$ cat src/rtl/wb_burst_arbiter_if.sv
// Wishbone B3 bus bundle: one master-to-slave link with burst tags (cti/bte).
// The master modport is the bus initiator's view, the slave modport the target's.
interface wb_burst_arbiter_if #(
    parameter int AW = 32,
    parameter int DW = 32
) ();
    logic [AW-1:0]   adr;
    logic [DW-1:0]   dat_w;
    logic [DW-1:0]   dat_r;
    logic [DW/8-1:0] sel;
    logic            we;
    logic            cyc;
    logic            stb;
    logic [2:0]      cti;
    logic [1:0]      bte;
    logic            ack;
    logic            err;
    logic            rty;

    modport master (
        output adr, dat_w, sel, we, cyc, stb, cti, bte,
        input  dat_r, ack, err, rty
    );

    modport slave (
        input  adr, dat_w, sel, we, cyc, stb, cti, bte,
        output dat_r, ack, err, rty
    );
endinterface

$ cat src/rtl/wb_burst_arbiter.sv
// Two-master round-robin Wishbone arbiter; CYC locks the grant for whole bursts,
// and a per-grant watchdog aborts a cycle the slave never answers.
module wb_burst_arbiter #(
    parameter int WB_AW   = 32,
    parameter int WB_DW   = 32,
    parameter int TIMEOUT = 256
) (
    input  logic               wb_clk_i,
    input  logic               wb_rst_n_i,
    wb_burst_arbiter_if.slave  m0,
    wb_burst_arbiter_if.slave  m1,
    wb_burst_arbiter_if.master s,
    output logic [1:0]         grant_o,
    output logic               timeout_o
);
    typedef enum logic [1:0] {IDLE, OWN0, OWN1, ABORT} state_t;
    localparam int CW = (TIMEOUT > 0) ? $clog2(TIMEOUT + 1) : 1;

    state_t            state, state_d;
    logic              owner, owner_d;
    logic              last_owner, last_owner_d;
    logic              abort_q, abort_d;
    logic              busy, held, own_cyc, own_stb, resp, wd_hit;
    logic              route0, route1;
    logic [WB_AW-1:0]  adr_mux;
    logic [WB_DW-1:0]  dat_mux;
    logic [WB_DW/8-1:0] sel_mux;

    assign busy    = (state == OWN0) || (state == OWN1);
    assign held    = (state != IDLE);
    assign own_cyc = owner ? m1.cyc : m0.cyc;
    assign own_stb = owner ? m1.stb : m0.stb;
    assign resp    = s.ack | s.err | s.rty;

    // NOTE: every always_comb output gets a default first so no path can infer a latch.
    always_comb begin
        state_d      = state;
        owner_d      = owner;
        last_owner_d = last_owner;
        abort_d      = 1'b0;
        unique case (state)
            IDLE: begin
                if (m0.cyc && (!m1.cyc || last_owner)) begin
                    state_d = OWN0;
                    owner_d = 1'b0;
                end else if (m1.cyc) begin
                    state_d = OWN1;
                    owner_d = 1'b1;
                end
            end
            OWN0, OWN1: begin
                if (!own_cyc) begin
                    state_d      = IDLE;
                    last_owner_d = owner;
                end else if (abort_q) begin
                    state_d = ABORT;
                end else begin
                    abort_d = wd_hit;
                end
            end
            ABORT: begin
                if (!own_cyc) begin
                    state_d      = IDLE;
                    last_owner_d = owner;
                end
            end
        endcase
    end

    // NOTE: sequential state uses non-blocking assignments so all registers update together.
    always_ff @(posedge wb_clk_i or negedge wb_rst_n_i) begin
        if (!wb_rst_n_i) begin
            state      <= IDLE;
            owner      <= 1'b0;
            last_owner <= 1'b1;
            abort_q    <= 1'b0;
        end else begin
            state      <= state_d;
            owner      <= owner_d;
            last_owner <= last_owner_d;
            abort_q    <= abort_d;
        end
    end

    // A response in the same cycle the limit is reached wins, so the hit needs a silent slave.
    if (TIMEOUT > 0) begin : g_wd
        localparam logic [CW-1:0] LIMIT = CW'(TIMEOUT);
        logic [CW-1:0] cnt;

        always_ff @(posedge wb_clk_i or negedge wb_rst_n_i) begin
            if (!wb_rst_n_i) begin
                cnt <= '0;
            end else if (!busy || resp) begin
                cnt <= '0;
            end else if (own_stb && (cnt != LIMIT)) begin
                cnt <= cnt + CW'(1);
            end
        end

        assign wd_hit = busy && own_stb && !resp && (cnt == LIMIT);
    end else begin : g_no_wd
        assign wd_hit = 1'b0;
    end

    // Fields follow the owner (also through ABORT); master 0 drives them when idle.
    assign adr_mux = (held && owner) ? m1.adr   : m0.adr;
    assign dat_mux = (held && owner) ? m1.dat_w : m0.dat_w;
    assign sel_mux = (held && owner) ? m1.sel   : m0.sel;

    assign s.adr   = adr_mux;
    assign s.dat_w = dat_mux;
    assign s.sel   = sel_mux;
    assign s.we    = (held && owner) ? m1.we  : m0.we;
    assign s.cti   = (held && owner) ? m1.cti : m0.cti;
    assign s.bte   = (held && owner) ? m1.bte : m0.bte;
    assign s.cyc   = busy && own_cyc;
    assign s.stb   = busy && own_stb;

    assign route0 = busy && !owner;
    assign route1 = busy && owner;

    assign m0.ack   = route0 && s.ack && !abort_q;
    assign m0.err   = route0 && (s.err || abort_q);
    assign m0.rty   = route0 && s.rty && !abort_q;
    assign m1.ack   = route1 && s.ack && !abort_q;
    assign m1.err   = route1 && (s.err || abort_q);
    assign m1.rty   = route1 && s.rty && !abort_q;
    assign m0.dat_r = s.dat_r;
    assign m1.dat_r = s.dat_r;

    assign grant_o   = {held && owner, held && !owner};
    assign timeout_o = abort_q;
endmodule

$ cat src/flat_wrapper.sv
// flat-port wrapper written by rule: the top's interface ports become plain ports
module wb_burst_arbiter_flat 
#(
    parameter int WB_AW   = 32,
    parameter int WB_DW   = 32,
    parameter int TIMEOUT = 256
)
  (wb_clk_i, wb_rst_n_i, grant_o, timeout_o, m0_adr, m0_dat_w, m0_sel, m0_we, m0_cyc, m0_stb, m0_cti, m0_bte, m0_dat_r, m0_ack, m0_err, m0_rty, m1_adr, m1_dat_w, m1_sel, m1_we, m1_cyc, m1_stb, m1_cti, m1_bte, m1_dat_r, m1_ack, m1_err, m1_rty, s_adr, s_dat_w, s_sel, s_we, s_cyc, s_stb, s_cti, s_bte, s_dat_r, s_ack, s_err, s_rty);
  wb_burst_arbiter_if #(.AW((32)), .DW((32))) m0_i ();
  wb_burst_arbiter_if #(.AW((32)), .DW((32))) m1_i ();
  wb_burst_arbiter_if #(.AW((32)), .DW((32))) s_i ();
  input  logic wb_clk_i;
  input  logic wb_rst_n_i;
  output logic [1:0] grant_o;
  output logic timeout_o;
  input wire logic [$bits(m0_i.adr)-1:0] m0_adr;
  input wire logic [$bits(m0_i.dat_w)-1:0] m0_dat_w;
  input wire logic [$bits(m0_i.sel)-1:0] m0_sel;
  input wire logic [$bits(m0_i.we)-1:0] m0_we;
  input wire logic [$bits(m0_i.cyc)-1:0] m0_cyc;
  input wire logic [$bits(m0_i.stb)-1:0] m0_stb;
  input wire logic [$bits(m0_i.cti)-1:0] m0_cti;
  input wire logic [$bits(m0_i.bte)-1:0] m0_bte;
  output wire logic [$bits(m0_i.dat_r)-1:0] m0_dat_r;
  output wire logic [$bits(m0_i.ack)-1:0] m0_ack;
  output wire logic [$bits(m0_i.err)-1:0] m0_err;
  output wire logic [$bits(m0_i.rty)-1:0] m0_rty;
  input wire logic [$bits(m1_i.adr)-1:0] m1_adr;
  input wire logic [$bits(m1_i.dat_w)-1:0] m1_dat_w;
  input wire logic [$bits(m1_i.sel)-1:0] m1_sel;
  input wire logic [$bits(m1_i.we)-1:0] m1_we;
  input wire logic [$bits(m1_i.cyc)-1:0] m1_cyc;
  input wire logic [$bits(m1_i.stb)-1:0] m1_stb;
  input wire logic [$bits(m1_i.cti)-1:0] m1_cti;
  input wire logic [$bits(m1_i.bte)-1:0] m1_bte;
  output wire logic [$bits(m1_i.dat_r)-1:0] m1_dat_r;
  output wire logic [$bits(m1_i.ack)-1:0] m1_ack;
  output wire logic [$bits(m1_i.err)-1:0] m1_err;
  output wire logic [$bits(m1_i.rty)-1:0] m1_rty;
  output wire logic [$bits(s_i.adr)-1:0] s_adr;
  output wire logic [$bits(s_i.dat_w)-1:0] s_dat_w;
  output wire logic [$bits(s_i.sel)-1:0] s_sel;
  output wire logic [$bits(s_i.we)-1:0] s_we;
  output wire logic [$bits(s_i.cyc)-1:0] s_cyc;
  output wire logic [$bits(s_i.stb)-1:0] s_stb;
  output wire logic [$bits(s_i.cti)-1:0] s_cti;
  output wire logic [$bits(s_i.bte)-1:0] s_bte;
  input wire logic [$bits(s_i.dat_r)-1:0] s_dat_r;
  input wire logic [$bits(s_i.ack)-1:0] s_ack;
  input wire logic [$bits(s_i.err)-1:0] s_err;
  input wire logic [$bits(s_i.rty)-1:0] s_rty;
  assign m0_i.adr = m0_adr;
  assign m0_i.dat_w = m0_dat_w;
  assign m0_i.sel = m0_sel;
  assign m0_i.we = m0_we;
  assign m0_i.cyc = m0_cyc;
  assign m0_i.stb = m0_stb;
  assign m0_i.cti = m0_cti;
  assign m0_i.bte = m0_bte;
  assign m0_dat_r = m0_i.dat_r;
  assign m0_ack = m0_i.ack;
  assign m0_err = m0_i.err;
  assign m0_rty = m0_i.rty;
  assign m1_i.adr = m1_adr;
  assign m1_i.dat_w = m1_dat_w;
  assign m1_i.sel = m1_sel;
  assign m1_i.we = m1_we;
  assign m1_i.cyc = m1_cyc;
  assign m1_i.stb = m1_stb;
  assign m1_i.cti = m1_cti;
  assign m1_i.bte = m1_bte;
  assign m1_dat_r = m1_i.dat_r;
  assign m1_ack = m1_i.ack;
  assign m1_err = m1_i.err;
  assign m1_rty = m1_i.rty;
  assign s_adr = s_i.adr;
  assign s_dat_w = s_i.dat_w;
  assign s_sel = s_i.sel;
  assign s_we = s_i.we;
  assign s_cyc = s_i.cyc;
  assign s_stb = s_i.stb;
  assign s_cti = s_i.cti;
  assign s_bte = s_i.bte;
  assign s_i.dat_r = s_dat_r;
  assign s_i.ack = s_ack;
  assign s_i.err = s_err;
  assign s_i.rty = s_rty;
  wb_burst_arbiter #(.WB_AW(WB_AW), .WB_DW(WB_DW), .TIMEOUT(TIMEOUT)) u_core (.wb_clk_i(wb_clk_i), .wb_rst_n_i(wb_rst_n_i), .m0(m0_i), .m1(m1_i), .s(s_i), .grant_o(grant_o), .timeout_o(timeout_o));
endmodule
$ cat config.mk
export PLATFORM = sky130hd
export DESIGN_NAME = wb_burst_arbiter_flat
export DESIGN_NICKNAME = d
export VERILOG_FILES = /design/src/rtl/wb_burst_arbiter_if.sv /design/src/rtl/wb_burst_arbiter.sv /design/src/flat_wrapper.sv
export SDC_FILE = /design/constraint.sdc
export NUM_CORES = 1
export LEC_CHECK = 0
export BUFFER_PORTS_ARGS = -buffer_cell sky130_fd_sc_hd__buf_2
export CORE_AREA = 2 2 133 135
export DETAILED_ROUTE_END_ITERATION = 10
export DIE_AREA = 0 0 135 137
export GPL_TIMING_DRIVEN = 0
export MAX_ROUTING_LAYER = met4
export SYNTH_ARGS = -nofsm -noshare
export SYNTH_HDL_FRONTEND = slang
export SYNTH_SLANG_ARGS = --single-unit
$ cat constraint.sdc
create_clock -name wb_clk_i -period 4.4 [get_ports wb_clk_i]
set_input_delay 0.22 -clock wb_clk_i [delete_from_list [all_inputs] [get_ports wb_clk_i]]
set_output_delay 0.22 -clock wb_clk_i [all_outputs]
set_load 0.005 [all_outputs]
Word level (Yosys, flattened, before mapping):

Cells that the tools add are included.

* bits in registers: 14
* bits of input ports: 189
* output and inout port bits: 149
* word-level logic and storage cells: 76

* add/sub/neg operators: 1
* eq/ne operators: 8
* muxes and demuxes: 21
* bitwise operators: 3
* reductions and logical operators: 38

Operators with widths (number)
* 32-bit 2-to-1 mux: 2
* 1-bit logical AND: 20
* 9-bit 2-to-1 mux: 2
* 2-bit 2-to-1 mux: 6
* 9-bit by 1-bit adder with 9-bit output (second input constant): 1
* 9-bit == test (second input constant): 1
* 9-bit != test (second input constant): 1
* 1-bit 2-to-1 mux: 8
* 3-bit by 2-bit != test with 1-bit output (second input constant): 2
* 2-bit one-hot mux with 3 select lines: 1
* 2-bit nonzero test: 3
* 1-bit logical NOT: 5
* 2-bit == test (second input constant): 2
* 1-bit logical OR: 4
* 4-bit 2-to-1 mux: 1
* 2-bit AND reduction: 2
* 3-bit 2-to-1 mux: 1
* 3-bit AND reduction: 1
* 3-bit OR reduction: 1
* 2-bit by 1-bit == test with 1-bit output (second input constant): 1
* 2-bit logical NOT: 1
* 2-bit != test (second input constant): 1
* 1-bit bitwise OR: 2
* 2-bit OR reduction: 1
* 1-bit NOT: 1

Depth between registers and ports, before layout:

* depth in word-level cells: 8
* depth in mapped cells: 7
* depth with buffers taken out: 6

Least setup slack after synthesis:

OpenSTA, ideal clock, no wires.

* path kind: reg2out
* from: register u_core.state[0]
* to: output s_adr[22]
* arrival: 1.503 ns
* required time: 4.180 ns
* slack: 2.677 ns
* cell stages (with the launch flop): 8
* buffers on the path: 3
* cell sequence: dfrtp_1 > inv_1 > ha_1 > buf_2 > nor2_2 > buf_4 > buf_4 > mux2_2

* cells in the longest elaborated chain, start to end: 3

Ends and longest elaborated chain
* from (decl): RTL line wb_burst_arbiter.sv:19 `state_t state, state_d;`
* from (signal assigned): RTL line wb_burst_arbiter.sv:78 `state <= state_d;`
* 2-bit nonzero test: RTL line wb_burst_arbiter.sv:30 `assign held = (state != IDLE);`
* 1-bit logical AND
* via grant_o[1]: RTL line flat_wrapper.sv:14 `output logic [1:0] grant_o;`
* 32-bit 2-to-1 mux: RTL line wb_burst_arbiter.sv:106 `assign adr_mux = (held && owner) ? m1.adr : m0.adr;`
* to (decl): RTL line flat_wrapper.sv:40 `output wire logic [$bits(s_i.adr)-1:0] s_adr;`

The timed path passes the listed nets, and every way through them passes these cells.

Worst setup path in the final report:

* from: register u_core.state[0]
* to: output s_adr[22]

* cells in the longest elaborated chain, start to end: 3

Ends and longest elaborated chain (RTL line)
* 2-bit nonzero test: wb_burst_arbiter.sv:30
* 1-bit logical AND: wb_burst_arbiter.sv:106
* 32-bit 2-to-1 mux: wb_burst_arbiter.sv:106

No other way between the ends.

==> results_dict.tcl <==
set metrics [dict create \
    dp_hpwl_um 10200 \
    arrival_ns 2.23 \
    hold_viol 0 \
    path_clk_slew_ns 0.05 \
    start_util_pct 13.3 \
    first_pass_iters 4 \
    wl_per_cell_um 14.6 \
    ir_drop_v 0.000268 \
    drtIter0Drc 59 \
    finalCritPeriodShare_pct 55.6 \
    core_area_sq_mm 0.0171 \
    rsz0062_at_grt "false" \
    fin_ws_ns 1.95 \
    place_inst 776 \
    synth_cells 246 \
    cts_resized 0 \
    critPathLaunch "u_core.state[0]$_DFFE_PN0P_" \
    crit_end "s_adr[22]" \
    ys_warn_count 0 \
    clkLatencyLatePin_ns 0.25 \
    reg2reg_setup_slack_ns 2.54 \
    critPathCaptureType "output port" \
    num-fill-cells 1883 \
    p_leak_nw 2.27 \
    synthMuxAreaShare_pct 39.0 \
    drc_errors 0 \
    clockBufferDepth 2 \
    post_cts_buffers 0 \
    setup.worst_path.start_class "flop" \
    avgSynthCellArea_sq_um 9.25 \
    area_growth_pct 83.8 \
    hp-class "input pin to flop" \
    cp.required_ns 4.18 \
    clockRootBuffer "clkbuf_16" \
    slew_viol_final 0 \
    cts_sinks 14 \
    num_io_pins 338 \
    worst-setup-path-type "flop to output port" \
    synth_nets 439 \
    synth_seq_cells 14 \
    drive_gt1_share_pct 84.0 \
    synth-seq-area-share_pct 15.4 \
    synth-xor-area-share_pct 2.69 \
    vias_per_cell 3.64 \
    synth_top_cell_by_area "mux2_2" \
    cts_buffers 3 \
    layout_commonest_cell "buf_2" \
    r2r_end "u_core.timeout_o$_DFF_PN0_" \
    ys_types 34 \
    relSlewSlack_pct 74.7 \
    rr_startpoint "u_core.state[0]$_DFFE_PN0P_" \
    ant_nets 0 \
    fin_area_sq_mm 0.00418 \
    grt_max_degree 15 \
    cts_tree "built" \
    grt_usage_pct 10.8 \
    finalNetCount 750 \
    antenna_found_initial 0 \
    grt_pass1_vias 2542 \
    synth_top_family_by_area "multiplexers" \
    synth_top_area_share_pct 37.1 \
    finalSetupViolCount 0 \
    rows 48 \
    period_minus_slack_ns 2.45 \
    fp.dieH_um 137 \
    max_freq_ghz 0.409 \
    port_buffers 305 \
    multiInputGateArea_sq_mm 0.00134 \
    vias 2842 \
    utilization_pct 24.5 \
    syn_area_sq_mm 0.00228 \
    instances_no_fill 781 \
    worst_clock_skew_ns 0.000638 \
    postPlaceCellArea_sq_mm 0.00408 \
    antenna_cells 0 \
    routed_wl_um 11400 \
    maxCapViolCount 0 \
    synth_fa_ha_area_share_pct 2.20 \
    synthTopCellsByArea "mux2_2 (37%), buf_4 (23%), dfrtp_1 (14%)" \
    die-area_sq_mm 0.0185 \
    seq_area_sq_um 352 \
    path_max_fanout 10 \
    p_per_area_mw_per_mm2 407 \
    yosys.area_share.simple_pct 10.2 \
    synth_compound_area_share_pct 4.67 \
    grt_first_pass_wirelength_um 14700 \
    worst_slew_pin_slew_ns 0.379 \
    overflow 0 \
    final_cell_mix "buf_2 (309), mux2_2 (75), buf_4 (70), nor2_1 (19), dfrtp_1 (13)" \
    finalWeightedCongestion 0.781 \
    htreeDepth 1 \
    worst-r2r-cell-count 7 \
    total_power_mw 1.70 \
    chipWidth_um 135 \
    status "finished, final reports clean" \
    totalNegativeSetupSlack_ns 0 \
    place_ws_ns 2.07 \
    hold-worst-slack_ns 0.289 \
]
-- worst min-delay path by stage --
| stage | startpoint | endpoint | cells after the start |
|---|---|---|---|
| floorplan | wb_rst_n_i | u_core.g_wd.cnt[0]$_DFFE_PN0P_ | 0 |
| global placement | wb_rst_n_i | u_core.g_wd.cnt[0]$_DFFE_PN0P_ | 1 |
| detailed placement | wb_rst_n_i | u_core.g_wd.cnt[1]$_DFFE_PN0P_ | 1 |
| CTS | m1_cyc | u_core.owner$_DFFE_PN0P_ | 2 |
| global route | m1_cyc | u_core.owner$_DFFE_PN0P_ | 2 |
| finish | m1_cyc | u_core.owner$_DFFE_PN0P_ | 2 |
-- cells in the mapped netlist, drive strengths merged --
cell / number
mux2i: 3
nor2: 20
o21a: 1
nand3: 1
a31o: 1
nand4: 2
inv: 8
a22oi: 2
o22ai: 2
nand2: 10
nor4: 4
ha: 4
buf: 75
mux2: 75
or4b: 1
nor3: 3
xnor2: 7
dfrtp: 13
a21oi: 2
a32o: 1
o22a: 1
nor4b: 2
dfstp: 1
nor2b: 1
and2b: 1
a21boi: 1
a211oi: 1
o21ai: 3
-- cells by family (layout without fill, tap and decap cells) --
kind of cell               after synthesis  in the layout
AOI/OAI and AO/OA                       15             15
xor gates and xnor gates                 7              7
adders and majority gates                4              4
buffers and inverters                   83            393
DFF                                     14             14
muxes                                   78             78
and+or+nand+nor                         45             45
-- worst max-delay path, stage by stage (launching register included) --
cell and delay, ns:
dfrtp_1 0.37, inv_1 0.06, ha_1 0.18, buf_2 0.18, nor2_2 0.21, buf_4 0.23
buf_4 0.21, mux2_2 0.39, buf_2 0.14
-- power by group --
| group | switching, mW | internal, mW |
|---|---|---|
| Clock | 0.0563 | 0.138 |
| Sequential | 0.0134 | 0.152 |
| Combinational | 0.625 | 0.718 |
| Total | 0.694 | 1.01 |
-- flip-flops by register name, summed over array words and instances (netlist names) --
| register | flops |
|---|---|
| u_core.g_wd.cnt | 9 |
| u_core.state | 2 |
| u_core.last_owner | 1 |
| u_core.owner | 1 |
| u_core.timeout_o | 1 |
-- metal layers --
layer  up-vias  GRT usage, %  share of wire (%)
met3         5          2.70                9.8
met1      1288          14.2                 41
li1       1407             -                  -
met5         -             -                  0
met4         0          1.39               0.44
met2       142          17.2                 48
-- layout make-up --
type                       count  share of cell area [%]
timing repair buffer         306                    36.7
buffer                        75                    13.3
multi-input combinational    149                    32.0
clock buffer                   4                    2.12
tap                          225                    6.73
inverter                       8                   0.718
sequential                    14                    8.41
-- repair_timing --
item,CTS,global route
setup endpoints to repair,0,0
hold buffers,1,0
hold endpoints to repair,13,0
(Power assumes the default switching activity.)
